<file path="src/rtl/latch_pkg.sv">
// rtl/latch_pkg.sv - shared state encoding and default sizing for the latch write controller
package latch_pkg;

  typedef enum logic [1:0] {
    IDLE  = 2'd0,
    SETUP = 2'd1,
    PULSE = 2'd2,
    HOLD  = 2'd3
  } state_t;

  localparam int DEFAULT_WIDTH     = 8;
  localparam int DEFAULT_DEPTH     = 4;
  localparam int DEFAULT_PULSE_CYC = 2;

endpackage

</file>
<file path="src/rtl/latch_wr_ctrl_onehot_dec.sv">
// rtl/latch_wr_ctrl_onehot_dec.sv - address to one-hot decoder with enable
// Addresses at or beyond DEPTH decode to all-zero.
module onehot_dec #(
  parameter int AW    = 2,
  parameter int DEPTH = 4
) (
  input  logic             en,
  input  logic [AW-1:0]    addr,
  output logic [DEPTH-1:0] onehot
);

  always_comb begin
    onehot = '0;
    for (int i = 0; i < DEPTH; i++) begin
      if (en && (addr == AW'(i))) onehot[i] = 1'b1;
    end
  end

endmodule

</file>
<file path="src/rtl/latch_wr_ctrl.sv">
// rtl/latch_wr_ctrl.sv - SETUP/PULSE/HOLD write sequencer for a gated D latch bank
// Optional read-back compare with sticky wr_err when LATCH_WR_VERIFY_EN is defined.
module latch_wr_ctrl
  import latch_pkg::*;
#(
  parameter int WIDTH     = DEFAULT_WIDTH,
  parameter int DEPTH     = DEFAULT_DEPTH,
  parameter int AW        = $clog2(DEPTH),
  parameter int PULSE_CYC = DEFAULT_PULSE_CYC
) (
  input  logic             clk,
  input  logic             rst_n,
  input  logic             wr_valid,
  output logic             wr_ready,
  input  logic [AW-1:0]    wr_addr,
  input  logic [WIDTH-1:0] wr_data,
  output logic [WIDTH-1:0] lat_d,
  output logic [DEPTH-1:0] lat_en,
  output logic             busy
`ifdef LATCH_WR_VERIFY_EN
  ,
  input  logic [WIDTH-1:0] rd_q,
  output logic             wr_err
`endif
);

  state_t           state;
  logic [3:0]       cnt;
  logic [AW-1:0]    addr_q;
  logic [DEPTH-1:0] dec_en;

  onehot_dec #(.AW(AW), .DEPTH(DEPTH)) u_dec (
    .en     (state == SETUP),
    .addr   (addr_q),
    .onehot (dec_en)
  );

  // lat_en comes straight from this flop so the latch gates never see decode glitches.
  always_ff @(posedge clk or negedge rst_n) begin
    if (!rst_n) begin
      state    <= IDLE;
      cnt      <= '0;
      addr_q   <= '0;
      lat_d    <= '0;
      lat_en   <= '0;
      wr_ready <= 1'b1;
      busy     <= 1'b0;
    end else begin
      case (state)
        IDLE: begin
          if (wr_valid && wr_ready) begin
            addr_q   <= wr_addr;
            lat_d    <= wr_data;
            wr_ready <= 1'b0;
            busy     <= 1'b1;
            state    <= SETUP;
          end
        end
        SETUP: begin
          lat_en <= dec_en;
          cnt    <= 4'(PULSE_CYC - 1);
          state  <= PULSE;
        end
        PULSE: begin
          if (cnt == 4'd0) begin
            lat_en <= '0;
            state  <= HOLD;
          end else begin
            cnt <= cnt - 4'd1;
          end
        end
        HOLD: begin
          wr_ready <= 1'b1;
          busy     <= 1'b0;
          state    <= IDLE;
        end
        default: state <= IDLE;
      endcase
    end
  end

`ifdef LATCH_WR_VERIFY_EN
  always_ff @(posedge clk or negedge rst_n) begin
    if (!rst_n) begin
      wr_err <= 1'b0;
    end else if (state == HOLD) begin
      if ((rd_q != lat_d) || (int'(addr_q) >= DEPTH)) wr_err <= 1'b1;
    end
  end
`endif

endmodule

</file>
<file path="config.mk">
export PLATFORM = sky130hd
export DESIGN_NAME = latch_wr_ctrl
export DESIGN_NICKNAME = d
export VERILOG_FILES = /design/src/rtl/latch_pkg.sv /design/src/rtl/latch_wr_ctrl_onehot_dec.sv /design/src/rtl/latch_wr_ctrl.sv
export SDC_FILE = /design/constraint.sdc
export NUM_CORES = 1
export LEC_CHECK = 0
export CORE_MARGIN = 2
export CORE_UTILIZATION = 35
export CTS_BUF_LIST = sky130_fd_sc_hd__clkbuf_8 sky130_fd_sc_hd__clkbuf_16
export DETAILED_ROUTE_END_ITERATION = 6
export SLEW_MARGIN = 20
export SYNTH_ARGS = -nofsm -noshare
export SYNTH_HDL_FRONTEND = slang
export SYNTH_SLANG_ARGS = --single-unit
</file>
<file path="constraint.sdc">
create_clock -name clk -period 1.6 [get_ports clk]
set_clock_uncertainty 0.1 [all_clocks]
set_input_delay 0.24 -clock clk [delete_from_list [all_inputs] [get_ports clk]]
set_output_delay 0.24 -clock clk [all_outputs]
set_load 0.02 [all_outputs]
</file>
# --- After elaboration in Yosys (flattened, before gate mapping) ---
# Cells that the tools add are included.
classes:
  n_addsub: 1
  n_eq_ne: 9
  mux: 15
  reduce_logical: 15
op_table:
  columns: ["cell", "n"]
  rows:
  - ["one-hot mux 4 bit (2 select lines)", 2]
  - ["AND reduction 2 bit", 5]
  - ["equality test 2 bit, second input constant", 4]
  - ["two-way mux 4 bit", 2]
  - ["one-hot mux 2 bit (4 select lines)", 1]
  - ["two-way mux 1 bit", 6]
  - ["inequality test 2 bit, second input constant", 3]
  - ["logical AND 1 bit", 5]
  - ["equality test 2 x 1 -> 1 bit, second input constant", 2]
  - ["zero test 2 bit", 2]
  - ["zero test 4 bit", 1]
  - ["two-way mux 2 bit", 2]
  - ["one-hot mux 1 bit (2 select lines)", 2]
  - ["nonzero test 2 bit", 2]
  - ["subtractor 4 x 1 -> 4 bit, second input constant", 1]
totals:
  ff_bits: 22
  in_bits: 13
  output_inout_bits: 14
  elab_cells: 47

# --- Depth between registers and ports, before layout ---
# Gate-level depths: netlist (run 1).
depth:
  ltp_word: 4
  ltp_mapped: 6
  depth_no_buf: 5

# --- Hierarchy ---
# From an unflattened synthesis (run 1), not the netlist that was laid out.
unflattened:
  hier_cells: 87
  hier_area_um2: 1089.8
by_module_without_submodules:
  columns: ["module", "instances", "cells_each", "area_per_inst_um2", "seq_area_each_um2"]
  rows:
  - ["latch_wr_ctrl", 1, 83, 1052.3, 551.8]
  - ["onehot_dec", 1, 4, 37.5, 0.0]

# --- Worst setup path before layout (run 1) ---
# No wires, ideal clock.
synth_timing:
  path_kind: "register -> register"
  start: "reg cnt[0]"
  end: "reg state[1]"
  setup_ns: 0.125
  t_arrival_ns: 1.502
  t_required_ns: 1.375
  setup_slack_ns: -0.126
  path_stages_with_launch: 6
  path_buffers: 0
  period_less_slack_ns: 1.726
  cell_sequence: "dfrtp_1 -> inv_1 -> ha_1 -> or3b_1 -> a21oi_1 -> mux2_2"
synth_between:
  elab_chain_len: 3
synth_lines:
  columns: ["element", "line_no", "source"]
  rows:
  - ["from (decl)", "latch_wr_ctrl.sv:28", "logic [3:0] cnt;"]
  - ["from (signal assigned)", "latch_wr_ctrl.sv:61", "cnt <= 4'(PULSE_CYC - 1);"]
  - ["from (signal assigned)", "latch_wr_ctrl.sv:69", "cnt <= cnt - 4'd1;"]
  - ["zero test 4 bit", "latch_wr_ctrl.sv:65", "if (cnt == 4'd0) begin"]
  - ["inequality test 2 bit (no source line)", null, null]
  - ["AND reduction 2 bit (no source line)", null, null]
  - ["to (signal assigned)", "latch_wr_ctrl.sv:62", "state <= PULSE;"]
  - ["to (signal assigned)", "latch_wr_ctrl.sv:67", "state <= HOLD;"]
  - ["to (signal assigned)", "latch_wr_ctrl.sv:75", "state <= IDLE;"]
  - ["to (decl)", "latch_wr_ctrl.sv:27", "state_t state;"]
# Every way passes these cells.
# A chain may end at the register's enable or synchronous reset.

# --- Final worst setup path (run 1) ---
layout_timing:
  start: "reg cnt[1]"
  end: "reg state[1]"
# The elaborated chain is that of the path after synthesis.

==> implementation parameters, run 1 <==
Parameter                              Value

GRT
  GRT Util Overall ... a little over an eighth
  Number of antenna violations at the first check in global routing ... 0
  Largest net degree at the start of global routing ... 23
  Global-route wire length before repair ... 3570 µm
  Residual overflow from global routing ... 0
  Number of global-route vias before repair ... between 800 and 900

Logic synthesis
  Synthesized area divided by synthesized cell count ... 12.2 µm²
  Dominant cells by area after synthesis ... sky130_fd_sc_hd__dfrtp_1, sky130_fd_sc_hd__mux2_2, sky130_fd_sc_hd__ha_1, sky130_fd_sc_hd__o2bb2ai_1, sky130_fd_sc_hd__a21oi_1
  Number of warnings printed during yosys synthesis ... 0
  Synth top area share ... a little under 50%
  Portion of the post-synthesis area used by sequential elements ... approximately half
  Number of distinct standard cells referenced by the synthesized netlist ... 29
  Largest area contributor in the synthesized netlist ... sky130_fd_sc_hd__dfrtp_1
  Synth Net Count ... ~110
  Netlist area before placement ... ~1100 µm²
  Synthesized flop and latch total ... 22
  Post-synthesis cell count ... between 80 and 90

Route
  Met3 WL post-DR ... 127 µm
  Total vias in the final route ... 785
  Highest routing layer actually used ... met4
  Drt initial violations ... 7
  Wire per inst ... 12.5 µm
  Drt first pass iters ... 4
  Antenna-violating nets left ... 0
  DR vias/cell ... 4.91
  Met1 routed wirelength after detailed routing ... 892 µm
  Met2 routed WL ... between 900 and 1000 µm
  Detailed-route wire length ... between 1500 and 2000 µm
  Remaining design rule violation count ... 0

Timing
  Period Utilization, post-route ... 105%
  Max-slew violations ... 0
  Final setup margin ... -0.0732 ns
  Maximum achievable frequency ... ~600 MHz
  Rel. slew slack ... between 70% and 80%
  Unrepaired setup endpoints after global routing ... true
  Actual transition at the worst max-transition pin ... between 0.3 and 0.4 ns
  Post-layout minimum cycle time ... about 1.7 ns
  Final Hold Violating Endpoints ... 0
  Setup-violating endpoint count in the final report ... 1

Worst setup path
  Required time of the critical path ... 1.65 ns
  Type of the worst setup path ... flip-flop to flip-flop
  Maximum fanout encountered on the critical timing path ... 3
  Data arrival at the endpoint of the critical path ... approximately 1.7 ns
  Kind of capture point of the worst setup path ... flip-flop
  Setup crit start kind ... flip-flop

CTS
  Maximum clock insertion buffer count ... 2
  TritonCTS clock tree ... built
  Worst-skew pair later-pin latency ... around 0.26 ns
  Clock transition at path regs ... around 0.080 ns
  Num CTS Buffers ... 3
  Hold-fix buffer count after cts ... 0
  Sink count of the clock tree ... 22
  CTS H-Tree Depth ... 1
  Library cell used as clock root buffer ... sky130_fd_sc_hd__clkbuf_8

Power and ir drop
  Pwr/cell area ... a little over 2000 nW/µm²
  Static Leakage ... 0.000799 µW
  Worst VDD drop ... 0.000955 V

Cells and area
  Area Overhead vs Synth ... 48.1%
  Layout Utilization ... 52.9%
  Layout filler cell count ... 270
  Final non-filler cell total ... between 150 and 200
  Share of final-layout standard cells stronger than drive strength 1 ... ~30%
  ANT cells ... 0
  Cell area after layout ... around 1600 µm²
  Nets@finish ... roughly 150

Run status
  Outcome ... complete, but fails checks
  Violated checks ... negative setup slack

Die
  Chip Width ... 59.1 µm
  Starting Density ... a little over a third
  Area of the placeable core ... 2980 µm²
  Die outline area ... around 3500 µm²
  Row count ... 20
  Number of I/O pins ... 27
  Die boundary height ... 59.1 µm

Place
  Number of cells in the design after placement ... between 150 and 200
  Area after DPL ... between 1000 and 1500 µm²
  Worst-case setup slack after placement ... -0.0657 ns
  GPL Wtd Cong ... 0.792
  # port buffers ... 26

Run
  Number of max-capacitance violations reported ... 0

Worst hold path
  Type of the most critical hold path ... input pin to async pin
==> path summary, 6_finish.rpt <==
path / start / endpoint / slack (ns) / cells past startpoint
worst max-delay path: cnt[1] / state[1] / -0.07 / 5
worst min-delay path: rst_n / cnt[2] / 0.23 / 2
worst max register to register: cnt[1] / state[1] / -0.07 / 5
worst min register to register: lat_d[0] / lat_d[0] / 0.41 / 1
max in group asynchronous: rst_n / wr_ready / 0.89 / 2
min in group clk: lat_d[0] / lat_d[0] / 0.41 / 1
==> where the power goes <==
part | total [µW] | internal [µW] | switching [µW]
clock | 511 | 334 | 177
sequential | 981 | 822 | 159
combinational | 1730 | 943 | 783
==> cell families after synthesis <==
logic type	count (synthesis)	synth area share (%)
muxes	14	14.6
DFF	22	51.9
and+or+nand+nor	15	8.59
adders and majority gates	7	8.23
buffers and inverters	10	4.35
AOI/OAI and AO/OA	19	12.4
==> cell usage in the layout (no fill, tap or decap), types with 2 or more instances in the layout <==
master / n
sky130_fd_sc_hd__a21oi_1: 5
sky130_fd_sc_hd__a22o_1: 2
sky130_fd_sc_hd__buf_4: 12
sky130_fd_sc_hd__clkbuf_8: 3
sky130_fd_sc_hd__clkdlybuf4s50_1: 16
sky130_fd_sc_hd__dfrtp_1: 21
sky130_fd_sc_hd__dlygate4sd2_1: 3
sky130_fd_sc_hd__dlymetal6s2s_1: 7
sky130_fd_sc_hd__ha_1: 6
sky130_fd_sc_hd__inv_1: 5
sky130_fd_sc_hd__inv_2: 2
sky130_fd_sc_hd__mux2_2: 11
sky130_fd_sc_hd__mux2i_1: 2
sky130_fd_sc_hd__nor2_1: 3
sky130_fd_sc_hd__nor2b_1: 2
sky130_fd_sc_hd__o21ai_0: 3
sky130_fd_sc_hd__o2bb2ai_1: 4
==> stage by stage <==
step / total power, µW / hold slack [ns] / TNS, ns
6_report: 3220 / 0.229 / -0.0732
5_1_grt: 3470 / 0.252 / -0.155
3_5_place_dp: 2700 / 0.393 / -0.0657
3_3_place_gp: 2660 / 0.387 / -0.0395
2_1_floorplan: 2020 / -0.156 / -0.0332
4_1_cts: 3240 / 0.231 / -0.0670
==> cells in the mapped netlist <==
library cell	instances
sky130_fd_sc_hd__nor3_1	1
sky130_fd_sc_hd__nand2b_1	1
sky130_fd_sc_hd__or2b_1	1
sky130_fd_sc_hd__a21oi_1	6
sky130_fd_sc_hd__nand2_1	1
sky130_fd_sc_hd__inv_1	7
sky130_fd_sc_hd__nor2_1	3
sky130_fd_sc_hd__nor2b_1	2
sky130_fd_sc_hd__o32a_1	1
sky130_fd_sc_hd__dfrtp_1	21
sky130_fd_sc_hd__and2_4	1
sky130_fd_sc_hd__and3b_1	1
sky130_fd_sc_hd__nand3_1	1
sky130_fd_sc_hd__o2bb2ai_1	4
sky130_fd_sc_hd__a21boi_0	1
sky130_fd_sc_hd__buf_6	1
sky130_fd_sc_hd__mux2_2	12
sky130_fd_sc_hd__mux2i_1	2
sky130_fd_sc_hd__buf_2	1
sky130_fd_sc_hd__or3b_1	1
sky130_fd_sc_hd__nor3b_1	1
sky130_fd_sc_hd__ha_1	7
sky130_fd_sc_hd__and3_1	1
sky130_fd_sc_hd__a2bb2oi_1	1
sky130_fd_sc_hd__a22o_1	2
sky130_fd_sc_hd__dfstp_2	1
sky130_fd_sc_hd__clkbuf_1	1
sky130_fd_sc_hd__o21a_1	1
sky130_fd_sc_hd__o21ai_0	3
==> critical path, cell delays in order, from the launching register on <==
cell	delay (ns)
sky130_fd_sc_hd__dfrtp_1	0.39
sky130_fd_sc_hd__inv_2	0.08
sky130_fd_sc_hd__ha_4	0.13
sky130_fd_sc_hd__or3b_4	0.39
sky130_fd_sc_hd__a21oi_4	0.16
sky130_fd_sc_hd__mux2_4	0.31
==> state kept, by name (all words and copies together) (netlist names) <==
signal	cells
wr_ready	1
addr_q	2
lat_en	4
state	2
cnt	4
lat_d	8
busy	1
==> per-layer routing <==
metal	track usage, %	up-vias
li1	-	387
met1	16.8	369
met2	22.5	25
met3	3.93	4
met4	5.84	0
met5	0	-
==> cell type report <==
type	count	area [µm²]	share of cell area, %
multi-input cells	55	500	31.8
repair buffers	39	384	24.4
clock buffers	3	41.3	2.62
well taps	33	41.3	2.62
flip-flops and latches	22	552	35.0
inverters	7	26.3	1.67
clock inverters	1	30.0	1.91
==> repair_timing <==
| action | 4_1_cts | 5_1_grt |
|---|---|---|
| gates resized for setup | 5 | 8 |
| endpoints found under the setup margin | 4 | 11 |
| endpoints found under the hold margin | 0 | 0 |
| setup buffers | 0 | 2 |
(Power assumes the default switching activity.)
==> run 2, diff against run 1 <==
--- a/config.mk
+++ b/config.mk
@@ -9,6 +9,7 @@
 export CORE_UTILIZATION = 35
 export CTS_BUF_LIST = sky130_fd_sc_hd__clkbuf_8 sky130_fd_sc_hd__clkbuf_16
 export DETAILED_ROUTE_END_ITERATION = 6
+export GPL_TIMING_DRIVEN = 0
 export SLEW_MARGIN = 20
 export SYNTH_ARGS = -nofsm -noshare
 export SYNTH_HDL_FRONTEND = slang
==> constraint.sdc (replaced) <==
create_clock -name clk -period 2.1 [get_ports clk]
set_clock_uncertainty 0.1 [all_clocks]
set_input_delay 0.315 -clock clk [delete_from_list [all_inputs] [get_ports clk]]
set_output_delay 0.315 -clock clk [all_outputs]
set_load 0.02 [all_outputs]
==> run 2 against run 1 <==
The flow now finishes without violations; non-clock buffer count is 9 lower; flip-flop and latch count stayed put; sequential power is 22% lower; worst hold slack better by 0.18 ns; cell area is 8.5% lower; register-to-register slack better by 0.30 ns; clock-buffer cell count stayed put; via count is 3.9% lower; die area stayed put; largest cell class unchanged.
==> implementation parameters, run 2 (synthesized netlist as in run 1, its figures left out) <==
Parameter                              Value

Timing
  Period Utilization, post-route ... about nine tenths
  Unrepaired setup endpoints after global routing ... false
  Final Hold Violating Endpoints ... 0
  Actual transition at the worst max-transition pin ... between 0.4 and 0.5 ns
  Post-layout minimum cycle time ... between 1.5 and 2 ns
  Setup-violating endpoint count in the final report ... 0
  Rel. slew slack ... approximately two thirds
  Max-slew violations ... 0
  Final setup TNS ... 0 ns
  Maximum achievable frequency ... 534 MHz

CTS
  Clock transition at path regs ... 0.08 ns
  Num CTS Buffers ... 3
  Buffers inserted during post-CTS setup optimization ... 0
  Maximum clock insertion buffer count ... 2
  Worst-skew pair later-pin latency ... ~0.26 ns
  CTS H-Tree Depth ... 1
  Library cell used as clock root buffer ... sky130_fd_sc_hd__clkbuf_8
  Sink count of the clock tree ... 22
  TritonCTS clock tree ... built

Route
  Total vias in the final route ... roughly 750
  Met2 routed WL ... about 900 µm
  Met3 WL post-DR ... about 60 µm
  Met1 routed wirelength after detailed routing ... roughly 900 µm
  Antenna-violating nets left ... 0
  DR vias/cell ... 4.99
  Wire per inst ... between 10 and 15 µm
  Highest routing layer actually used ... met4
  Remaining design rule violation count ... 0
  Drt first pass iters ... 2
  Drt initial violations ... 19
  Detailed-route wire length ... approximately 1900 µm

Cells and area
  Nets@finish ... between 100 and 150
  Share of final-layout standard cells stronger than drive strength 1 ... 17.8%
  Max FFs per register ... 8
  Top Registers ... lat_d (8), cnt (4), lat_en (4)
  Cell area after layout ... 1440 µm²
  ANT cells ... 0
  Highest-count cells in the layout ignoring fill and taps ... sky130_fd_sc_hd__clkdlybuf4s50_1, sky130_fd_sc_hd__dfrtp_1, sky130_fd_sc_hd__mux2_2
  Area Overhead vs Synth ... 35.5%
  Most common library cell in the layout ignoring fill and taps ... sky130_fd_sc_hd__clkdlybuf4s50_1
  Largest register by flop count ... lat_d

Worst setup path
  Kind of capture point of the worst setup path ... flip-flop
  Origin of the critical flop-to-flop path ... cnt[0]
  Type of the worst setup path ... flip-flop to flip-flop
  Maximum fanout encountered on the critical timing path ... 3
  Cells on worst reg2reg path ... 5
  Data arrival at the endpoint of the critical path ... ~1.9 ns
  Startpoint of the worst setup timing path ... cnt[0]
  Worst r2r dst ... state[1]
  Critical Path End ... state[1]
  Internal reg-to-reg setup slack ... 0.23 ns
  Setup crit start kind ... flip-flop
  Required time of the critical path ... 2.15 ns

GRT
  Residual overflow from global routing ... 0
  Number of antenna violations at the first check in global routing ... 0
  Largest net degree at the start of global routing ... 23
  GRT Util Overall ... 13.2%
  Global-route wire length before repair ... ~3500 µm
  Number of global-route vias before repair ... ~760

Die
  Number of I/O pins ... 27
  Chip Width ... 59.1 µm
  Die boundary height ... 59.1 µm
  Area of the placeable core ... about 3000 µm²
  Row count ... 20
  Die outline area ... approximately 3500 µm²
  Starting Density ... 35.7%

Place
  HPWL Detailed ... about 1400 µm
  Area after DPL ... between 1000 and 1500 µm²
  GPL Wtd Cong ... roughly 0.72
  # port buffers ... 26

Worst hold path
  Type of the most critical hold path ... flip-flop to flip-flop

Run status
  Outcome ... finished, final reports clean

Power and ir drop
  Pwr/cell area ... between 1500 and 2000 nW/µm²
  Worst VDD drop ... a little under 0.0006 V
  Static Leakage ... around 0.00064 µW

Run
  Number of max-capacitance violations reported ... 0
-- run 2: cell types whose count changed in the layout (fill, tap and decap cells not counted), moves of 2 or more --
cell / previous run / this run
sky130_fd_sc_hd__inv_1: 5 / 7
sky130_fd_sc_hd__clkdlybuf4s50_1: 16 / 25
sky130_fd_sc_hd__buf_2: 0 / 2
sky130_fd_sc_hd__dlymetal6s2s_1: 7 / 0
sky130_fd_sc_hd__buf_4: 12 / 0
sky130_fd_sc_hd__inv_2: 2 / 0
sky130_fd_sc_hd__dlygate4sd2_1: 3 / 0
-- run 2: worst max-delay path: stages (launching register included) --
cell and delay (ns):
sky130_fd_sc_hd__dfrtp_1 0.40, sky130_fd_sc_hd__inv_1 0.10, sky130_fd_sc_hd__ha_1 0.18, sky130_fd_sc_hd__or3b_1 0.39
sky130_fd_sc_hd__a21oi_1 0.23, sky130_fd_sc_hd__mux2_2 0.36
-- run 2: worst min-delay path by stage --
stage | slack [ns] | from | to | depth (start not counted)
final | 0.41 | lat_d[5] | lat_d[5] | 1
after global routing | 0.43 | lat_d[4] | lat_d[4] | 1
after floorplan | -0.08 | rst_n | addr_q[0] | 0
after detailed placement | 0.39 | lat_d[5] | lat_d[5] | 1
after CTS | 0.41 | lat_d[5] | lat_d[5] | 1
after global placement | 0.38 | cnt[0] | cnt[0] | 1
-- run 2: power by group --
part | switching [µW] | internal [µW]
Combinational | 518 | 586
Clock | 138 | 255
Sequential | 138 | 626
-- run 2: layer usage --
layer	global-route usage, %	vias to the layer above
li1	-	366
met1	16.3	368
met2	20.8	16
met3	3.06	4
met4	7.79	0
met5	0	-
-- run 2: area by class of cell --
class	instances	area [µm²]
plain buffers	3	20.0
clock buffers	3	41.3
clock inverters	1	30.0
fillers	277	1540
inverters	7	26.3
multi-input cells	55	465
flip-flops and latches	22	552
well taps	33	41.3
repair buffers	27	265
-- run 2: stage by stage --
stage / total power, µW / hold WS [ns] / setup WS [ns] / utilization, % / instances
4_1_cts: 2290 / 0.412 / 0.210 / 48.2 / 150
3_3_place_gp: 1850 / 0.376 / 0.255 / 45.8 / 146
5_1_grt: 2450 / 0.427 / 0.133 / 48.4 / 151
6_report: 2260 / 0.410 / 0.229 / 48.4 / 151
2_1_floorplan: 1480 / -0.0806 / 0.374 / - / 87
3_5_place_dp: 1890 / 0.393 / 0.234 / 45.8 / 146
-- run 2: repair_timing --
item / CTS / global route
resized for setup: 0 / 0
hold buffers: 0 / 1
hold endpoints to repair: 0 / 21
